$ cat config.mk
export PLATFORM = sky130hd
export DESIGN_NAME = systolic_seq_ctrl_flat
export DESIGN_NICKNAME = d
export VERILOG_FILES = /design/src/rtl/systolic_seq_ctrl_if.sv /design/src/rtl/systolic_seq_ctrl.sv /design/src/flat_wrapper.sv
export SDC_FILE = /design/constraint.sdc
export NUM_CORES = 1
export LEC_CHECK = 0
export BUFFER_PORTS_ARGS = -buffer_cell sky130_fd_sc_hd__buf_2
export CORE_ASPECT_RATIO = 1.2
export CORE_UTILIZATION = 40
export DETAILED_ROUTE_END_ITERATION = 10
export GPL_TIMING_DRIVEN = 0
export PLACE_DENSITY = 0.72
export SYNTH_ARGS = -nofsm -noshare
export SYNTH_HDL_FRONTEND = slang
export SYNTH_SLANG_ARGS = --single-unit
$ cat constraint.sdc
create_clock -name clk -period 4.6 [get_ports clk]
set_input_delay 0.23 -clock clk [delete_from_list [all_inputs] [get_ports clk]]
set_output_delay 0.23 -clock clk [all_outputs]
set_load 0.01 [all_outputs]
$ cat src/rtl/systolic_seq_ctrl_if.sv
// rtl/systolic_seq_ctrl_if.sv - control, operand-buffer and lane bundle for the systolic sequencer
interface systolic_seq_ctrl_if #(
    parameter int N  = 2,
    parameter int DW = 8,
    parameter int AW = 4
);
    logic            start;
    logic            abort;
    logic [AW:0]     k_len;
    logic            busy;
    logic            done;
    logic            array_clr;
    logic            capture;
    logic            a_rd_en;
    logic            b_rd_en;
    logic [AW-1:0]   a_addr;
    logic [AW-1:0]   b_addr;
    logic [N*DW-1:0] a_rd_data;
    logic [N*DW-1:0] b_rd_data;
    logic [N*DW-1:0] a_lane;
    logic [N*DW-1:0] b_lane;

    modport master (
        output start, abort, k_len, a_rd_data, b_rd_data,
        input  busy, done, array_clr, capture, a_rd_en, b_rd_en,
        input  a_addr, b_addr, a_lane, b_lane
    );

    modport slave (
        input  start, abort, k_len, a_rd_data, b_rd_data,
        output busy, done, array_clr, capture, a_rd_en, b_rd_en,
        output a_addr, b_addr, a_lane, b_lane
    );
endinterface

$ cat src/rtl/systolic_seq_ctrl.sv
// rtl/systolic_seq_ctrl.sv - pass sequencer and operand skew network for an NxN systolic array
module systolic_seq_ctrl #(
    parameter int N  = 2,
    parameter int DW = 8,
    parameter int AW = 4
) (
    input  logic                clk,
    input  logic                rst,
    systolic_seq_ctrl_if.slave  bus
);
    // One counter serves both FEED (up to 2^AW) and DRAIN (2N) phases.
    localparam int CW = ((AW + 1) > ($clog2(2 * N) + 1)) ? (AW + 1) : ($clog2(2 * N) + 1);

    typedef enum logic [2:0] {
        S_IDLE,
        S_CLEAR,
        S_FEED,
        S_DRAIN,
        S_DONE
    } state_t;

    state_t        state;
    logic [AW:0]   k_q;
    logic [CW-1:0] cnt;
    logic          busy_q;
    logic          done_q;
    logic          capture_q;
    logic          clr_q;
    logic          rd_en_q;
    logic [AW-1:0] addr_q;
    logic          rd_vld;
    logic          flush;

    assign flush = rst || (bus.abort && busy_q);

    always_ff @(posedge clk) begin
        if (flush) begin
            state     <= S_IDLE;
            busy_q    <= 1'b0;
            done_q    <= 1'b0;
            capture_q <= 1'b0;
            clr_q     <= 1'b0;
            rd_en_q   <= 1'b0;
            addr_q    <= '0;
            cnt       <= '0;
            if (rst) k_q <= '0;
        end else begin
            case (state)
                S_IDLE: begin
                    if (bus.start) begin
                        k_q    <= bus.k_len;
                        state  <= S_CLEAR;
                        busy_q <= 1'b1;
                        clr_q  <= 1'b1;
                    end
                end
                S_CLEAR: begin
                    clr_q <= 1'b0;
                    cnt   <= '0;
                    if (k_q != '0) begin
                        state   <= S_FEED;
                        rd_en_q <= 1'b1;
                        addr_q  <= '0;
                    end else begin
                        state  <= S_DONE;
                        done_q <= 1'b1;
                    end
                end
                S_FEED: begin
                    if (cnt == CW'(k_q) - CW'(1)) begin
                        state   <= S_DRAIN;
                        rd_en_q <= 1'b0;
                        addr_q  <= '0;
                        cnt     <= '0;
                    end else begin
                        cnt    <= cnt + 1'b1;
                        addr_q <= addr_q + 1'b1;
                    end
                end
                S_DRAIN: begin
                    if (cnt == CW'(2 * N - 1)) begin
                        state     <= S_DONE;
                        done_q    <= 1'b1;
                        capture_q <= 1'b1;
                    end else begin
                        cnt <= cnt + 1'b1;
                    end
                end
                S_DONE: begin
                    state     <= S_IDLE;
                    busy_q    <= 1'b0;
                    done_q    <= 1'b0;
                    capture_q <= 1'b0;
                end
                default: state <= S_IDLE;
            endcase
        end
    end

    // Read data is only trusted in the cycle right after a strobe.
    always_ff @(posedge clk) begin
        if (flush) rd_vld <= 1'b0;
        else       rd_vld <= rd_en_q;
    end

    // Lane i: capture slot plus i skew stages; the oldest slot drives the array edge.
    for (genvar gi = 0; gi < N; gi++) begin : g_lane
        logic [(gi+1)*DW-1:0] a_pipe;
        logic [(gi+1)*DW-1:0] b_pipe;
        logic [DW-1:0]        a_in;
        logic [DW-1:0]        b_in;

        assign a_in = rd_vld ? bus.a_rd_data[gi*DW +: DW] : '0;
        assign b_in = rd_vld ? bus.b_rd_data[gi*DW +: DW] : '0;

        always_ff @(posedge clk) begin
            if (flush) begin
                a_pipe <= '0;
                b_pipe <= '0;
            end else begin
                a_pipe <= (a_pipe << DW) | ((gi+1)*DW)'(a_in);
                b_pipe <= (b_pipe << DW) | ((gi+1)*DW)'(b_in);
            end
        end

        assign bus.a_lane[gi*DW +: DW] = a_pipe[(gi+1)*DW-1 -: DW];
        assign bus.b_lane[gi*DW +: DW] = b_pipe[(gi+1)*DW-1 -: DW];
    end

    assign bus.busy      = busy_q;
    assign bus.done      = done_q;
    assign bus.capture   = capture_q;
    assign bus.array_clr = clr_q;
    assign bus.a_rd_en   = rd_en_q;
    assign bus.b_rd_en   = rd_en_q;
    assign bus.a_addr    = addr_q;
    assign bus.b_addr    = addr_q;
endmodule

$ cat src/flat_wrapper.sv
// flat-port wrapper written by rule: the top's interface ports become plain ports
module systolic_seq_ctrl_flat 
#(
    parameter int N  = 2,
    parameter int DW = 8,
    parameter int AW = 4
)
  (clk, rst, bus_start, bus_abort, bus_k_len, bus_a_rd_data, bus_b_rd_data, bus_busy, bus_done, bus_array_clr, bus_capture, bus_a_rd_en, bus_b_rd_en, bus_a_addr, bus_b_addr, bus_a_lane, bus_b_lane);
  systolic_seq_ctrl_if #(.N(N), .DW(DW), .AW(AW)) bus_i ();
  input  logic clk;
  input  logic rst;
  input wire logic [$bits(bus_i.start)-1:0] bus_start;
  input wire logic [$bits(bus_i.abort)-1:0] bus_abort;
  input wire logic [$bits(bus_i.k_len)-1:0] bus_k_len;
  input wire logic [$bits(bus_i.a_rd_data)-1:0] bus_a_rd_data;
  input wire logic [$bits(bus_i.b_rd_data)-1:0] bus_b_rd_data;
  output wire logic [$bits(bus_i.busy)-1:0] bus_busy;
  output wire logic [$bits(bus_i.done)-1:0] bus_done;
  output wire logic [$bits(bus_i.array_clr)-1:0] bus_array_clr;
  output wire logic [$bits(bus_i.capture)-1:0] bus_capture;
  output wire logic [$bits(bus_i.a_rd_en)-1:0] bus_a_rd_en;
  output wire logic [$bits(bus_i.b_rd_en)-1:0] bus_b_rd_en;
  output wire logic [$bits(bus_i.a_addr)-1:0] bus_a_addr;
  output wire logic [$bits(bus_i.b_addr)-1:0] bus_b_addr;
  output wire logic [$bits(bus_i.a_lane)-1:0] bus_a_lane;
  output wire logic [$bits(bus_i.b_lane)-1:0] bus_b_lane;
  assign bus_i.start = bus_start;
  assign bus_i.abort = bus_abort;
  assign bus_i.k_len = bus_k_len;
  assign bus_i.a_rd_data = bus_a_rd_data;
  assign bus_i.b_rd_data = bus_b_rd_data;
  assign bus_busy = bus_i.busy;
  assign bus_done = bus_i.done;
  assign bus_array_clr = bus_i.array_clr;
  assign bus_capture = bus_i.capture;
  assign bus_a_rd_en = bus_i.a_rd_en;
  assign bus_b_rd_en = bus_i.b_rd_en;
  assign bus_a_addr = bus_i.a_addr;
  assign bus_b_addr = bus_i.b_addr;
  assign bus_a_lane = bus_i.a_lane;
  assign bus_b_lane = bus_i.b_lane;
  systolic_seq_ctrl #(.N(N), .DW(DW), .AW(AW)) u_core (.clk(clk), .rst(rst), .bus(bus_i));
endmodule
### Word-level counts from Yosys, hierarchy flattened

Cells that the tools add are included.

* bits in registers: 71
* output and inout port bits: 46
* word-level logic and storage cells: 82

* mux-type cells: 27
* reduce and logical (&&, ||, !) cells: 22
* add/subtract/negate cells: 3
* equal/unequal tests: 13
* bitwise gates (word level): 3

Operators with widths (number)
* 16-bit by 8-bit bitwise OR with 16-bit output: 2
* 5-bit 2-to-1 mux: 6
* 8-bit 2-to-1 mux: 2
* 5-bit one-hot mux with 3 select lines: 1
* 3-bit 2-to-1 mux: 4
* 3-bit one-hot mux with 4 select lines: 1
* 3-bit AND reduction: 4
* 2-bit nonzero test: 6
* 2-bit AND reduction: 5
* 4-bit 2-to-1 mux: 2
* 2-bit inequality test (second input constant): 4
* 1-bit one-hot mux with 2 select lines: 4
* 4-bit one-hot mux with 2 select lines: 1
* 3-bit by 2-bit == test with 1-bit output (second input constant): 2
* 2-bit by 1-bit inequality test with 1-bit output (second input constant): 3
* 3-bit nonzero test: 2
* 5-bit by 1-bit adder with 5-bit output (second input constant): 1
* 5-bit by 2-bit == test with 1-bit output (second input constant): 1
* 5-bit == test: 1
* 1-bit 2-to-1 mux: 5
* 5-bit nonzero test: 1
* 5-bit by 1-bit subtractor with 5-bit output (second input constant): 1
* 4-bit by 1-bit adder with 4-bit output (second input constant): 1
* 3-bit by 1-bit == test with 1-bit output (second input constant): 1
* other kinds (7): 7

### Depth between registers and ports, before layout

* word-level depth: 4
* depth in mapped cells: 8

### Worst setup path before layout

Ideal clock, no wire load.

* path type: register -> register
* from: register u_core.k_q[0]
* to: register u_core.cnt[1]
* clock period less this slack: 1.878 ns
* cell stages (with the launch flop): 8
* data required time: 4.472 ns
* arrival time: 1.750 ns
* buffers on the path: 0
* setup slack: 2.722 ns
* setup time: 0.128 ns
* path through: edfxtp_1 inv_1 ha_1 or3_4 a311oi_4 a21oi_2 a22oi_1 nor2_1

* longest elaborated chain between the ends: 4

Ends and longest elaborated chain
* from (decl): line systolic_seq_ctrl.sv:23 `logic [AW:0] k_q;`
* from (signal assigned): line systolic_seq_ctrl.sv:51 `k_q <= bus.k_len;`
* 5-bit by 1-bit subtractor with 5-bit output: line systolic_seq_ctrl.sv:70 `if (cnt == CW'(k_q) - CW'(1)) begin`
* 5-bit == test: line systolic_seq_ctrl.sv:70
* 5-bit 2-to-1 mux: line systolic_seq_ctrl.sv:70
* 5-bit one-hot mux with 3 select lines: line systolic_seq_ctrl.sv:48 `case (state)`
* to (signal assigned): line systolic_seq_ctrl.sv:76 `cnt <= cnt + 1'b1;`
* to (signal assigned): line systolic_seq_ctrl.sv:86 `cnt <= cnt + 1'b1;`
* to (decl): line systolic_seq_ctrl.sv:24 `logic [CW-1:0] cnt;`

No other way between the ends.
A chain may end at the register's enable or synchronous reset.

### Worst setup path after layout

Same ends and word-level chain as after synthesis.

==> run_results.csv <==
group,metric,value,unit
worst_setup_path,r2r-start,"u_core.k_q[0]",
synth,synth_top_area_share,49.4,%
routing,routed_via_density,4.69,
cells_and_area,nFillCells,603,
worst_setup_path,critical_path.top_delay_family,"compound AO/OA/AOI/OAI gates",
worst_setup_path,crit_chain,"inv_1 -> ha_1 -> nor4bb_1 -> o211ai_1 -> a311oi_4 -> a21oi_2 -> a22oi_1 -> nor2_1",
clock_network,post_cts_resized,0,
cells_and_area,post-route-util,53.3,%
worst_hold_path,whs_path_depth,2,
global_routing,grt_overflow,0,
placed_design,preCtsSetupSlack,2.49,ns
placed_design,gp_congestion,0.863,
worst_setup_path,crit_fanout,7,
synth,async_flop_share,0,%
worst_setup_path,slowest_stage,"edfxtp_1",
worst_hold_path,min_path_type,"in2reg",
power_and_ir_drop,ir_worst_vdd,0.238,mV
cells_and_area,synthToLayoutAreaGrowth,28.5,%
die,fp.dieW,76.7,microns
synth,synth_edf_count,5,
worst_setup_path,arrival,2.35,ns
sta,worst_pin_slew,0.555,ns
routing,drc,0,
die,die_h,91.6,microns
power_and_ir_drop,power.density,411,nW/um^2
synth,synth_area_per_cell,10.2,sq um
sta,finalHoldViolations,0,
die,row_count,32,
routing,drtPass1Iterations,4,
clock_network,tritoncts,"built",
routing,ant_nets,0,
global_routing,first_global_vias,1941,
clock_network,cts_buffers,9,
sta,finalHoldWorstSlack,0.105,ns
placed_design,hpwl,4.00,mm
global_routing,grt_pass1_wl,8.66,mm
run_status,status,"finished, final reports clean",
synth,ys_types,42,
routing,via_count,2110,
global_routing,grt_usage,16.2,%
sta,max-slew-margin-rel,62.7,%
sta,period_minus_slack,2.13,ns
synth,syn_nets,307,
global_routing,grt_max_degree,15,
clock_network,htree_levels,3,
synth,mappedNetlistArea,2680,sq um
routing,wl,5.37,mm
die,dieArea,7020,sq um
cells_and_area,diodes,0,
worst_setup_path,crit_buf_inv,1,
worst_setup_path,path_class,"reg2reg",
run,maxCapViolations,0,
synth,yosys_warnings,0,
power_and_ir_drop,p_leak,1.71,nW
clock_network,root_buffer,"clkbuf_8",
clock_network,cts_max_path_buffers,2,
synth,ys_ff_latch,71,
placed_design,port_buffers,86,
worst_hold_path,min_from,"bus_a_rd_data[14]",
cells_and_area,layout-drive-gt1-share,36.7,%
worst_setup_path,r2r_slack,2.47,ns
die,initial_core_util,41.5,%
clock_network,path_clk_slew,0.08,ns
worst_hold_path,whs_endpoint,"u_core.g_lane[1].a_pipe[6]",
clock_network,cts_hold_buf,0,
synth,syn-instance-count,263,
synth,synth.area.top_cells,"dfxtp_1 49%, and3_1 7.7%, buf_4 5.9%",
synth,synthFlopType,"dfxtp_1",
worst_setup_path,crit_path_max_incr_delay,0.44,ns
die,ios,87,
worst_setup_path,start_kind,"flip-flop",
sta,setup_slack,2.47,ns
sta,fin_crit_sh,46.2,%
cells_and_area,final_net_count,404,
sta,finalSetupViolCount,0,
worst_setup_path,cp_data_required_time,4.83,ns
synth,yosysTopAreaCell,"dfxtp_1",
routing,wl_per_cell,11.9,microns
sta,rsz0062_at_grt,"false",
sta,final.setup.tns,0,ns
worst_setup_path,worst_setup_path_end_kind,"flip-flop",
sta,fin_skew,0.00881,ns
sta,max_clock_freq,470,MHz
worst_setup_path,worst_r2r_path_depth,8,
clock_network,clkSinkCount,71,
clock_network,postCtsSetupRepairBufs,0,
worst_setup_path,rr_endpoint,"u_core.cnt[1]",
global_routing,antenna_found_initial,0,
routing,first_iter_violations,104,
synth,ys_seq_area_share,55.0,%
sta,slew_violations,0,
die,fp.coreArea,6450,sq um
clock_network,clk_latency,0.35,ns
## synth_stat cells (all sizes together) (4+ instances only)
cell type / n
and3: 33
nor2: 15
inv: 5
a21oi: 7
nand2: 14
nor3: 5
buf: 23
edfxtp: 5
a31oi: 4
and2: 22
clkbuf: 13
o21ai: 6
dfxtp: 66
nand3: 7
## where the power goes
group | internal (W) | switching [W]
registers | 0.000650 | 0.0000174
logic | 0.0000766 | 0.000113
clock network | 0.000312 | 0.000244
## sequential cells by signal, summed over array words and instances (netlist names)
| register | count |
|---|---|
| u_core.bus.a_addr | 4 |
| u_core.bus.a_rd_en | 1 |
| u_core.bus.array_clr | 1 |
| u_core.bus.busy | 1 |
| u_core.bus.capture | 1 |
| u_core.bus.done | 1 |
| u_core.cnt | 5 |
| u_core.g_lane.a_pipe | 24 |
| u_core.g_lane.b_pipe | 24 |
| u_core.k_q | 5 |
| u_core.rd_vld | 1 |
| u_core.state | 3 |
## cells by family (layout without fill, tap and decap cells)
family,count (synthesis),in the layout,share of synthesized area [%]
simple gates,113,113,24.5
flops,71,71,55.0
buf+inv,41,143,8.84
compound gates,28,28,7.86
xor+xnor,5,5,1.64
fa+ha+maj,3,3,1.40
mux,2,2,0.748
## layer usage
metal	track usage, %	wire length, microns
met1	18.9	2430
met2	25.7	2500
met3	6.23	310
met4	8.49	127
met5	0	0
## layout make-up
type | count | area, sq um | share of cell area (%)
flip-flops and latches | 71 | 1470 | 42.8
clock buffers | 9 | 124 | 3.60
repair buffers | 86 | 430 | 12.5
inverters | 5 | 18.8 | 0.546
clock inverters | 7 | 103 | 2.98
well taps | 85 | 106 | 3.09
multi-input cells | 151 | 967 | 28.1
plain buffers | 36 | 218 | 6.33
## worst register-to-register path: stages, from the launching register on
cell,delay [ns]
edfxtp_1,0.44
inv_1,0.09
ha_1,0.21
nor4bb_1,0.29
o211ai_1,0.16
a311oi_4,0.37
a21oi_2,0.18
a22oi_1,0.22
nor2_1,0.05
## per-stage QoR
stage               cell area, sq um  total power [W]  std cells
finish                          3440          0.00141        450
global route                    3440          0.00148        450
CTS                             3440          0.00143        450
detailed placement              3210         0.000871        434
global placement                3210         0.000866        434
floorplan                       2680         0.000807        263
## how the worst max path moves through the flow
stage             startpoint            end  slack [ns]  depth (start not counted)
5_1_grt        u_core.cnt[0]  u_core.cnt[4]        2.27                          6
2_1_floorplan  u_core.k_q[0]  u_core.cnt[1]        2.72                          7
3_5_place_dp   u_core.k_q[0]  u_core.cnt[1]        2.49                          8
3_3_place_gp   u_core.k_q[0]  u_core.cnt[1]        2.54                          7
6_report       u_core.k_q[0]  u_core.cnt[1]        2.47                          8
4_1_cts        u_core.k_q[0]  u_core.cnt[1]        2.47                          8
## layout by cell type, fill, tap and decap left out, types with 4 or more instances in the layout
cell / synthesis / layout
a21oi_1: 6 / 6
a31oi_1: 4 / 4
and2_1: 22 / 22
and3_1: 33 / 33
buf_2: 2 / 88
buf_4: 21 / 21
clkbuf_1: 12 / 12
clkbuf_8: 0 / 9
dfxtp_1: 66 / 66
edfxtp_1: 5 / 5
inv_1: 5 / 5
nand2_1: 14 / 14
nand3_1: 7 / 7
nor2_1: 15 / 15
nor3_1: 5 / 5
Note: power is estimated with default switching activity, not from simulation.
